--- src/rtl/img_pkg.sv ---
// Shared image-pipeline definitions: pixel/coordinate widths, frame size,
// the window-fetch state encoding and the 3x3 window bit-offset helper.
package img_pkg;

  localparam int IMG_DW  = 8;
  localparam int IMG_CW  = 16;
  localparam int FRAME_W = 640;
  localparam int FRAME_H = 480;

  typedef enum logic [2:0] {
    IDLE,
    ISSUE,
    WAIT,
    SHIFT,
    EMIT,
    DONE
  } fetch_state_t;

  // Bit offset of p[r][c] inside a packed 3x3 window of dw-bit pixels.
  function automatic int win_off(input int r, input int c, input int dw);
    return (3 * r + c) * dw;
  endfunction

endpackage

--- src/rtl/sobel_window_fetch_if.sv ---
// Frame-buffer read port plus the window handshake towards the Sobel kernel.
// The fetch block is the master: it drives addresses and windows.
interface sobel_window_fetch_if
  import img_pkg::*;
#(
  parameter int DW = IMG_DW,
  parameter int CW = IMG_CW
) ();

  logic [CW-1:0]   rd_h;
  logic [CW-1:0]   rd_w;
  logic [DW-1:0]   rd_data;
  logic [9*DW-1:0] win;
  logic [CW-1:0]   win_h;
  logic [CW-1:0]   win_w;
  logic            win_valid;
  logic            win_ready;

  modport master (
    output rd_h, rd_w, win, win_h, win_w, win_valid,
    input  rd_data, win_ready
  );

  modport slave (
    input  rd_h, rd_w, win, win_h, win_w, win_valid,
    output rd_data, win_ready
  );

endinterface

--- src/rtl/sobel_window_fetch_tag.sv ---
// Delay line carrying {valid, row tag} alongside each frame-buffer read so the
// returning byte can be steered into the right column-buffer slot.
module rd_tag_pipe #(
  parameter int RD_LAT = 1
) (
  input  logic       clk,
  input  logic       reset_n,
  input  logic       in_valid,
  input  logic [1:0] in_tag,
  output logic       out_valid,
  output logic [1:0] out_tag
);

  logic [RD_LAT-1:0] vld_q;
  logic [1:0]        tag_q [RD_LAT];

  // Shift the tag one stage per cycle; reset flushes anything in flight.
  always_ff @(posedge clk or negedge reset_n) begin
    if (!reset_n) begin
      vld_q <= '0;
      for (int i = 0; i < RD_LAT; i++) tag_q[i] <= 2'd0;
    end else begin
      vld_q[0] <= in_valid;
      tag_q[0] <= in_tag;
      for (int i = 1; i < RD_LAT; i++) begin
        vld_q[i] <= vld_q[i-1];
        tag_q[i] <= tag_q[i-1];
      end
    end
  end

  assign out_valid = vld_q[RD_LAT-1];
  assign out_tag   = tag_q[RD_LAT-1];

endmodule

--- src/rtl/sobel_window_fetch.sv ---
// Walks a loaded frame column by column, reading three vertically adjacent
// pixels per column, and emits one 3x3 neighbourhood per interior pixel.
module sobel_window_fetch
  import img_pkg::*;
#(
  parameter int DW     = IMG_DW,
  parameter int CW     = IMG_CW,
  parameter int RD_LAT = 1
) (
  input  logic                 clk,
  input  logic                 reset_n,
  input  logic                 start,
  input  logic                 frame_loaded,
  input  logic [CW-1:0]        H,
  input  logic [CW-1:0]        W,
  sobel_window_fetch_if.master bus,
  output logic                 busy,
  output logic                 done
);

  fetch_state_t state_q, state_d;

  logic [CW-1:0] row_q, row_d;
  logic [CW-1:0] col_q, col_d;
  logic [1:0]    k_q, k_d;
  logic [CW-1:0] h_lat, w_lat;
  logic [CW-1:0] rd_h_q, rd_w_q;
  logic [CW-1:0] win_h_q, win_w_q;
  logic [DW-1:0] col_buf [3];
  logic [DW-1:0] pix_q [3][3];
  logic [9*DW-1:0] win_flat;

  logic latch_size;
  logic issue_valid;
  logic do_shift;
  logic set_centre;
  logic tp_valid;
  logic [1:0] tp_tag;

  rd_tag_pipe #(.RD_LAT(RD_LAT)) u_tag_pipe (
    .clk      (clk),
    .reset_n  (reset_n),
    .in_valid (issue_valid),
    .in_tag   (k_q),
    .out_valid(tp_valid),
    .out_tag  (tp_tag)
  );

  // State register.
  always_ff @(posedge clk or negedge reset_n) begin
    if (!reset_n) state_q <= IDLE;
    else          state_q <= state_d;
  end

  // Next-state, scan position and handshake outputs.
  always_comb begin
    state_d     = state_q;
    row_d       = row_q;
    col_d       = col_q;
    k_d         = k_q;
    latch_size  = 1'b0;
    issue_valid = 1'b0;
    do_shift    = 1'b0;
    set_centre  = 1'b0;
    busy        = (state_q != IDLE);
    done        = (state_q == DONE);
    case (state_q)
      IDLE: begin
        if (start && frame_loaded) begin
          // Busy already in the accepting cycle so the pass is visible at once.
          busy       = 1'b1;
          latch_size = 1'b1;
          if (H < CW'(3) || W < CW'(3)) begin
            state_d = DONE;
          end else begin
            row_d   = CW'(1);
            col_d   = '0;
            k_d     = 2'd0;
            state_d = ISSUE;
          end
        end
      end
      ISSUE: begin
        issue_valid = 1'b1;
        if (k_q == 2'd2) begin
          k_d     = 2'd0;
          state_d = WAIT;
        end else begin
          k_d = k_q + 2'd1;
        end
      end
      WAIT: begin
        // The bottom-row byte is the last to return, so its tag ends the wait.
        if (tp_valid && tp_tag == 2'd2) state_d = SHIFT;
      end
      SHIFT: begin
        do_shift = 1'b1;
        col_d    = col_q + CW'(1);
        k_d      = 2'd0;
        if (col_q >= CW'(2)) begin
          set_centre = 1'b1;
          state_d    = EMIT;
        end else begin
          state_d = ISSUE;
        end
      end
      EMIT: begin
        if (bus.win_ready) begin
          k_d = 2'd0;
          if (col_q == w_lat) begin
            row_d = row_q + CW'(1);
            col_d = '0;
            if (row_q + CW'(1) == h_lat - CW'(1)) state_d = DONE;
            else                                  state_d = ISSUE;
          end else begin
            state_d = ISSUE;
          end
        end
      end
      DONE: state_d = IDLE;
      default: state_d = IDLE;
    endcase
  end

  // Scan position, latched frame size, read address, capture and window shift.
  always_ff @(posedge clk or negedge reset_n) begin
    if (!reset_n) begin
      row_q   <= '0;
      col_q   <= '0;
      k_q     <= 2'd0;
      h_lat   <= '0;
      w_lat   <= '0;
      rd_h_q  <= '0;
      rd_w_q  <= '0;
      win_h_q <= '0;
      win_w_q <= '0;
      for (int r = 0; r < 3; r++) begin
        col_buf[r] <= '0;
        for (int c = 0; c < 3; c++) pix_q[r][c] <= '0;
      end
    end else begin
      row_q <= row_d;
      col_q <= col_d;
      k_q   <= k_d;
      if (latch_size) begin
        h_lat <= H;
        w_lat <= W;
      end
      // Address is registered so it is stable for the whole issue slot.
      if (state_d == ISSUE) begin
        rd_h_q <= row_d - CW'(1) + CW'(k_d);
        rd_w_q <= col_d;
      end
      if (tp_valid) col_buf[tp_tag] <= bus.rd_data;
      if (do_shift) begin
        for (int r = 0; r < 3; r++) begin
          pix_q[r][0] <= pix_q[r][1];
          pix_q[r][1] <= pix_q[r][2];
          pix_q[r][2] <= col_buf[r];
        end
      end
      if (set_centre) begin
        win_h_q <= row_q;
        win_w_q <= col_q - CW'(1);
      end
    end
  end

  // Pack the pixel array into the flat window bus, row-major.
  always_comb begin
    win_flat = '0;
    for (int r = 0; r < 3; r++)
      for (int c = 0; c < 3; c++)
        win_flat[win_off(r, c, DW) +: DW] = pix_q[r][c];
  end

  assign bus.rd_h      = rd_h_q;
  assign bus.rd_w      = rd_w_q;
  assign bus.win       = win_flat;
  assign bus.win_h     = win_h_q;
  assign bus.win_w     = win_w_q;
  assign bus.win_valid = (state_q == EMIT);

endmodule

--- src/flat_wrapper.sv ---
// flat-port wrapper written by rule: the top's interface ports become plain ports
module sobel_window_fetch_flat import img_pkg::*;
#(
  parameter int DW     = IMG_DW,
  parameter int CW     = IMG_CW,
  parameter int RD_LAT = 1
)
  (clk, reset_n, start, frame_loaded, H, W, busy, done, bus_rd_h, bus_rd_w, bus_win, bus_win_h, bus_win_w, bus_win_valid, bus_rd_data, bus_win_ready);
  sobel_window_fetch_if #(.DW(DW), .CW(CW)) bus_i ();
  input  logic clk;
  input  logic reset_n;
  input  logic start;
  input  logic frame_loaded;
  input  logic [CW-1:0] H;
  input  logic [CW-1:0] W;
  output logic busy;
  output logic done;
  output wire logic [$bits(bus_i.rd_h)-1:0] bus_rd_h;
  output wire logic [$bits(bus_i.rd_w)-1:0] bus_rd_w;
  output wire logic [$bits(bus_i.win)-1:0] bus_win;
  output wire logic [$bits(bus_i.win_h)-1:0] bus_win_h;
  output wire logic [$bits(bus_i.win_w)-1:0] bus_win_w;
  output wire logic [$bits(bus_i.win_valid)-1:0] bus_win_valid;
  input wire logic [$bits(bus_i.rd_data)-1:0] bus_rd_data;
  input wire logic [$bits(bus_i.win_ready)-1:0] bus_win_ready;
  assign bus_rd_h = bus_i.rd_h;
  assign bus_rd_w = bus_i.rd_w;
  assign bus_win = bus_i.win;
  assign bus_win_h = bus_i.win_h;
  assign bus_win_w = bus_i.win_w;
  assign bus_win_valid = bus_i.win_valid;
  assign bus_i.rd_data = bus_rd_data;
  assign bus_i.win_ready = bus_win_ready;
  sobel_window_fetch #(.DW(DW), .CW(CW), .RD_LAT(RD_LAT)) u_core (.clk(clk), .reset_n(reset_n), .start(start), .frame_loaded(frame_loaded), .H(H), .W(W), .bus(bus_i), .busy(busy), .done(done));
endmodule
--- config.mk ---
export PLATFORM = sky130hd
export DESIGN_NAME = sobel_window_fetch_flat
export DESIGN_NICKNAME = d
export VERILOG_FILES = /design/src/rtl/img_pkg.sv /design/src/rtl/sobel_window_fetch_if.sv /design/src/rtl/sobel_window_fetch_tag.sv /design/src/rtl/sobel_window_fetch.sv /design/src/flat_wrapper.sv
export SDC_FILE = /design/constraint.sdc
export NUM_CORES = 1
export LEC_CHECK = 0
export CORE_ASPECT_RATIO = 0.75
export CORE_MARGIN = 2
export CORE_UTILIZATION = 49
export CTS_CLUSTER_DIAMETER = 150
export DETAILED_ROUTE_END_ITERATION = 7
export GPL_ROUTABILITY_DRIVEN = 0
export PLACE_DENSITY = 0.77
export REMOVE_ABC_BUFFERS = 1
export SETUP_SLACK_MARGIN = 0.1
export SYNTH_ARGS = -nofsm -noshare
export SYNTH_HDL_FRONTEND = slang
export SYNTH_SLANG_ARGS = --single-unit
--- constraint.sdc ---
create_clock -name clk -period 4.35 [get_ports clk]
set_input_delay 0.87 -clock clk [delete_from_list [all_inputs] [get_ports clk]]
set_output_delay 0.87 -clock clk [all_outputs]
set_load 0.01 [all_outputs]
==> metrics.cfg <==
[die]
die_area_um2 = 24180
rows = 47
initial_core_util = 0.5042
fp.dieH_um = 135.2
io_pins = 184
die_w_um = 178.9
core_area_um2 = 22290

[cells_and_area]
layout-drive-gt1-share = 0.2963
fin_nets = 1483
post-route-cell-area_um2 = 15680
area_growth_pct = 39.49
diodes = 0
num-fill-cells = 1567
seq_area_um2 = 5806
multi_input_area_um2 = 5482

[routing]
first_iter_violations = 630
drc = 0
first_pass_iters = 5
antenna_left = 0
routed_wl_um = 31610
vias = 9364
via_per_inst = 5.428
wl_per_cell_um = 18.32

[power]
ir_drop_uv = 481.9
internal_power_uw = 6497
power_frac_comb = 0.442
p_per_area_nw_per_um2 = 633.2
power.switching_uw = 3430
power.total_uw = 9927
p_leak_uw = 0.007487
p_sw_frac = 0.3455
pwr-share-seq = 0.350
clkPwrFrac = 0.208

[job]
maxCapViolations = 0

[timing]
rsz0062_at_grt = yes
hold_violations = 0
tightest_slew_ns = 0.8825
fin_ws_ns = -0.1741
slew_headroom = 0.4117
setup_viol = 6
max_clock_freq_mhz = 221.0
setup_tns_ns = -0.5708
fin_crit_sh = 1.040
clock_skew_ns = 0.02348
fin_crit_ns = 4.524
final-max-slew-violation-count = 0

[status]
violations = setup timing
outcome = finished, violations left

[synth]
synth.distinct_cells = 64
yosys-top-cells-area = dfrtp_1 (52%), nand2_1 (9.0%), mux2_2 (7.3%)
syn_area_per_cell_um2 = 10.29
syn_inst = 1092
synth-edff-count = 0
yosys-top-cells-count = nand2_1 (269), dfrtp_1 (232), mux2_2 (73), xnor2_1 (51), o21ai_0 (50)
syn_area_um2 = 11240
synth-seq-cells = 232
synth.most_common_cell = nand2_1
yosysTopAreaCell = dfrtp_1
yosysSeqAreaShare = 0.5166
synth-main-ff-cell = dfrtp_1
ys_warn_count = 0
synthArstFlopShare = 1.000
synth_top_area_frac = 0.5166

[critical_path]
path_max_fanout = 3
worstPathRequired_ns = 4.76
path_class = reg2reg
cp.arrival_ns = 4.93
critPathLaunchType = register
worstRegToRegCells = 27
cp-end-kind = register
timing.reg2reg.setup_slack_ns = -0.17
reg2reg_to = u_core.bus.rd_w[10]$_DFFE_PN0N_
r2r_start = u_core.w_lat[12]$_DFFE_PN0P_

[clock_network]
cts_tree = built
htreeDepth = 1
clk_pin_slew_ns = 0.06
cts_buffers = 24
tritoncts_num_sinks = 232
ctsRootBufferMaster = clkbuf_16
hold_buffers = 0
clockBufferDepth = 3
worstSkewPairLatency_ns = 0.53

[global_route]
grt_pass1_vias = 9598
antenna_found_initial = 0
grt-ovfl-total = 0
grt.total_usage = 0.2638
grt_pass1_wl_um = 50530
grt_max_degree = 117

[placement]
placed_area_um2 = 14060
io_buffers = 183
hpwl_um = 20190

[hold_path]
hold_path.class = in2async

[per-layer routing]
| metal | global-route usage | part of all wire | up-vias |
|---|---|---|---|
| li1 | - | - | 4314 |
| met1 | 0.3742 | 0.45 | 4616 |
| met2 | 0.4073 | 0.46 | 345 |
| met3 | 0.04574 | 0.063 | 89 |
| met4 | 0.1012 | 0.036 | 0 |
| met5 | 0 | 0 | - |
[cells in the final DEF, fill, tap and decap left out, types with 6 or more instances in the layout]
| cell | n |
|---|---|
| nand3_1 | 23 |
| mux2_2 | 72 |
| clkbuf_16 | 25 |
| o21ai_0 | 44 |
| nor2b_1 | 8 |
| nand2_1 | 267 |
| inv_1 | 26 |
| a21o_1 | 7 |
| buf_4 | 165 |
| or2_2 | 7 |
| clkinv_2 | 6 |
| nand4_1 | 8 |
| nor3_1 | 20 |
| xor2_1 | 35 |
| clkdlybuf4s50_1 | 148 |
| a21oi_1 | 18 |
| clkbuf_2 | 20 |
| nor4_4 | 6 |
| dfrtp_1 | 232 |
| xnor2_1 | 49 |
| buf_6 | 12 |
| and3_1 | 9 |
| ha_1 | 16 |
| inv_2 | 6 |
| nor2_1 | 38 |
| nor4_1 | 9 |
| mux2_4 | 29 |
[repair_timing]
| action | CTS | global route |
|---|---|---|
| gates cloned | 1 | 0 |
| gates resized for setup | 133 | 99 |
| endpoints found under the setup margin | 8 | 15 |
| setup buffers | 61 | 10 |
| pin swaps | 33 | 33 |
[sequential cells by signal, summed over array words and instances, names as in the netlist, 3 cells and up]
name,cells
u_core.bus.rd_w,16
u_core.h_lat,16
u_core.w_lat,16
u_core.col_buf,24
u_core.bus.win_h,16
u_core.bus.win_w,16
u_core.bus.win,72
u_core.state_q,3
u_core.col_q,16
u_core.row_q,16
u_core.bus.rd_h,16
[cell type report]
cell class	instances	share of cell area
clock buffers	32	0.04350
clock inverters	9	0.006226
inverters	33	0.008221
multi-input cells	771	0.3497
flip-flops and latches	232	0.3703
well taps	294	0.02347
repair buffers	354	0.1986
[critical path, cell delays in order, from the launching register on]
cell and delay [ns]:
dfrtp_1 0.41, xor2_1 0.16, nor4_2 0.32, buf_4 0.16, nand4_1 0.15, buf_4 0.18
buf_4 0.12, buf_4 0.12, buf_4 0.12, buf_4 0.12, buf_4 0.12, buf_4 0.12
buf_4 0.13, buf_4 0.13, buf_4 0.12, buf_4 0.13, buf_4 0.12, buf_4 0.12
buf_4 0.13, buf_4 0.12, buf_4 0.12, buf_4 0.12, buf_4 0.13, buf_4 0.13
buf_4 0.12, o221ai_2 0.25, a21oi_1 0.16, mux2_4 0.29
[how the worst max path moves through the flow]
stage	depth (start not counted)	from	endpoint	slack, ns
6_report	27	u_core.w_lat[12]$_DFFE_PN0P_	u_core.bus.rd_w[10]$_DFFE_PN0N_	-0.17
5_1_grt	21	u_core.w_lat[12]$_DFFE_PN0P_	u_core.bus.rd_h[15]$_DFFE_PN0N_	-0.36
4_1_cts	27	u_core.w_lat[7]$_DFFE_PN0P_	u_core.bus.rd_w[5]$_DFFE_PN0N_	0.04
3_5_place_dp	23	W[5]	u_core.bus.rd_h[15]$_DFFE_PN0N_	-1.28
3_3_place_gp	23	W[5]	u_core.bus.rd_h[15]$_DFFE_PN0N_	-1.11
2_1_floorplan	6	u_core.state_q[2]$_DFF_PN0_	u_core.bus.rd_w[12]$_DFFE_PN0N_	-1.24
[power groups by stage]
| stage | Combinational [uW] | Sequential, uW | Clock [uW] |
|---|---|---|---|
| after floorplan | 2050 | 3600 | 0 |
| after global placement | 3920 | 3470 | 0 |
| after detailed placement | 4000 | 3490 | 0 |
| after CTS | 4290 | 3470 | 2090 |
| after global routing | 4740 | 3570 | 2180 |
| final | 4380 | 3480 | 2060 |
[through the flow]
step	hold WS [ns]	worst slack, ns	instances	util
floorplan	0.3735	-1.240	1036	-
global placement	0.3893	-1.107	1622	0.6307
detailed placement	0.3992	-1.275	1622	0.6307
CTS	0.4114	0.04222	1722	0.7014
global route	0.4038	-0.3594	1725	0.7034
finish	0.3929	-0.1741	1725	0.7034
[logic make-up (layout without fill, tap and decap cells)]
logic type | Yosys count | in the layout | share of synthesized area
simple gates | 439 | 439 | 0.1750
flops | 232 | 232 | 0.5166
compound gates | 119 | 119 | 0.06457
mux | 103 | 103 | 0.1123
buf+inv | 89 | 428 | 0.03529
xor+xnor | 88 | 88 | 0.07103
fa+ha+maj | 22 | 22 | 0.02516
Note: power is estimated with default switching activity, not from simulation.
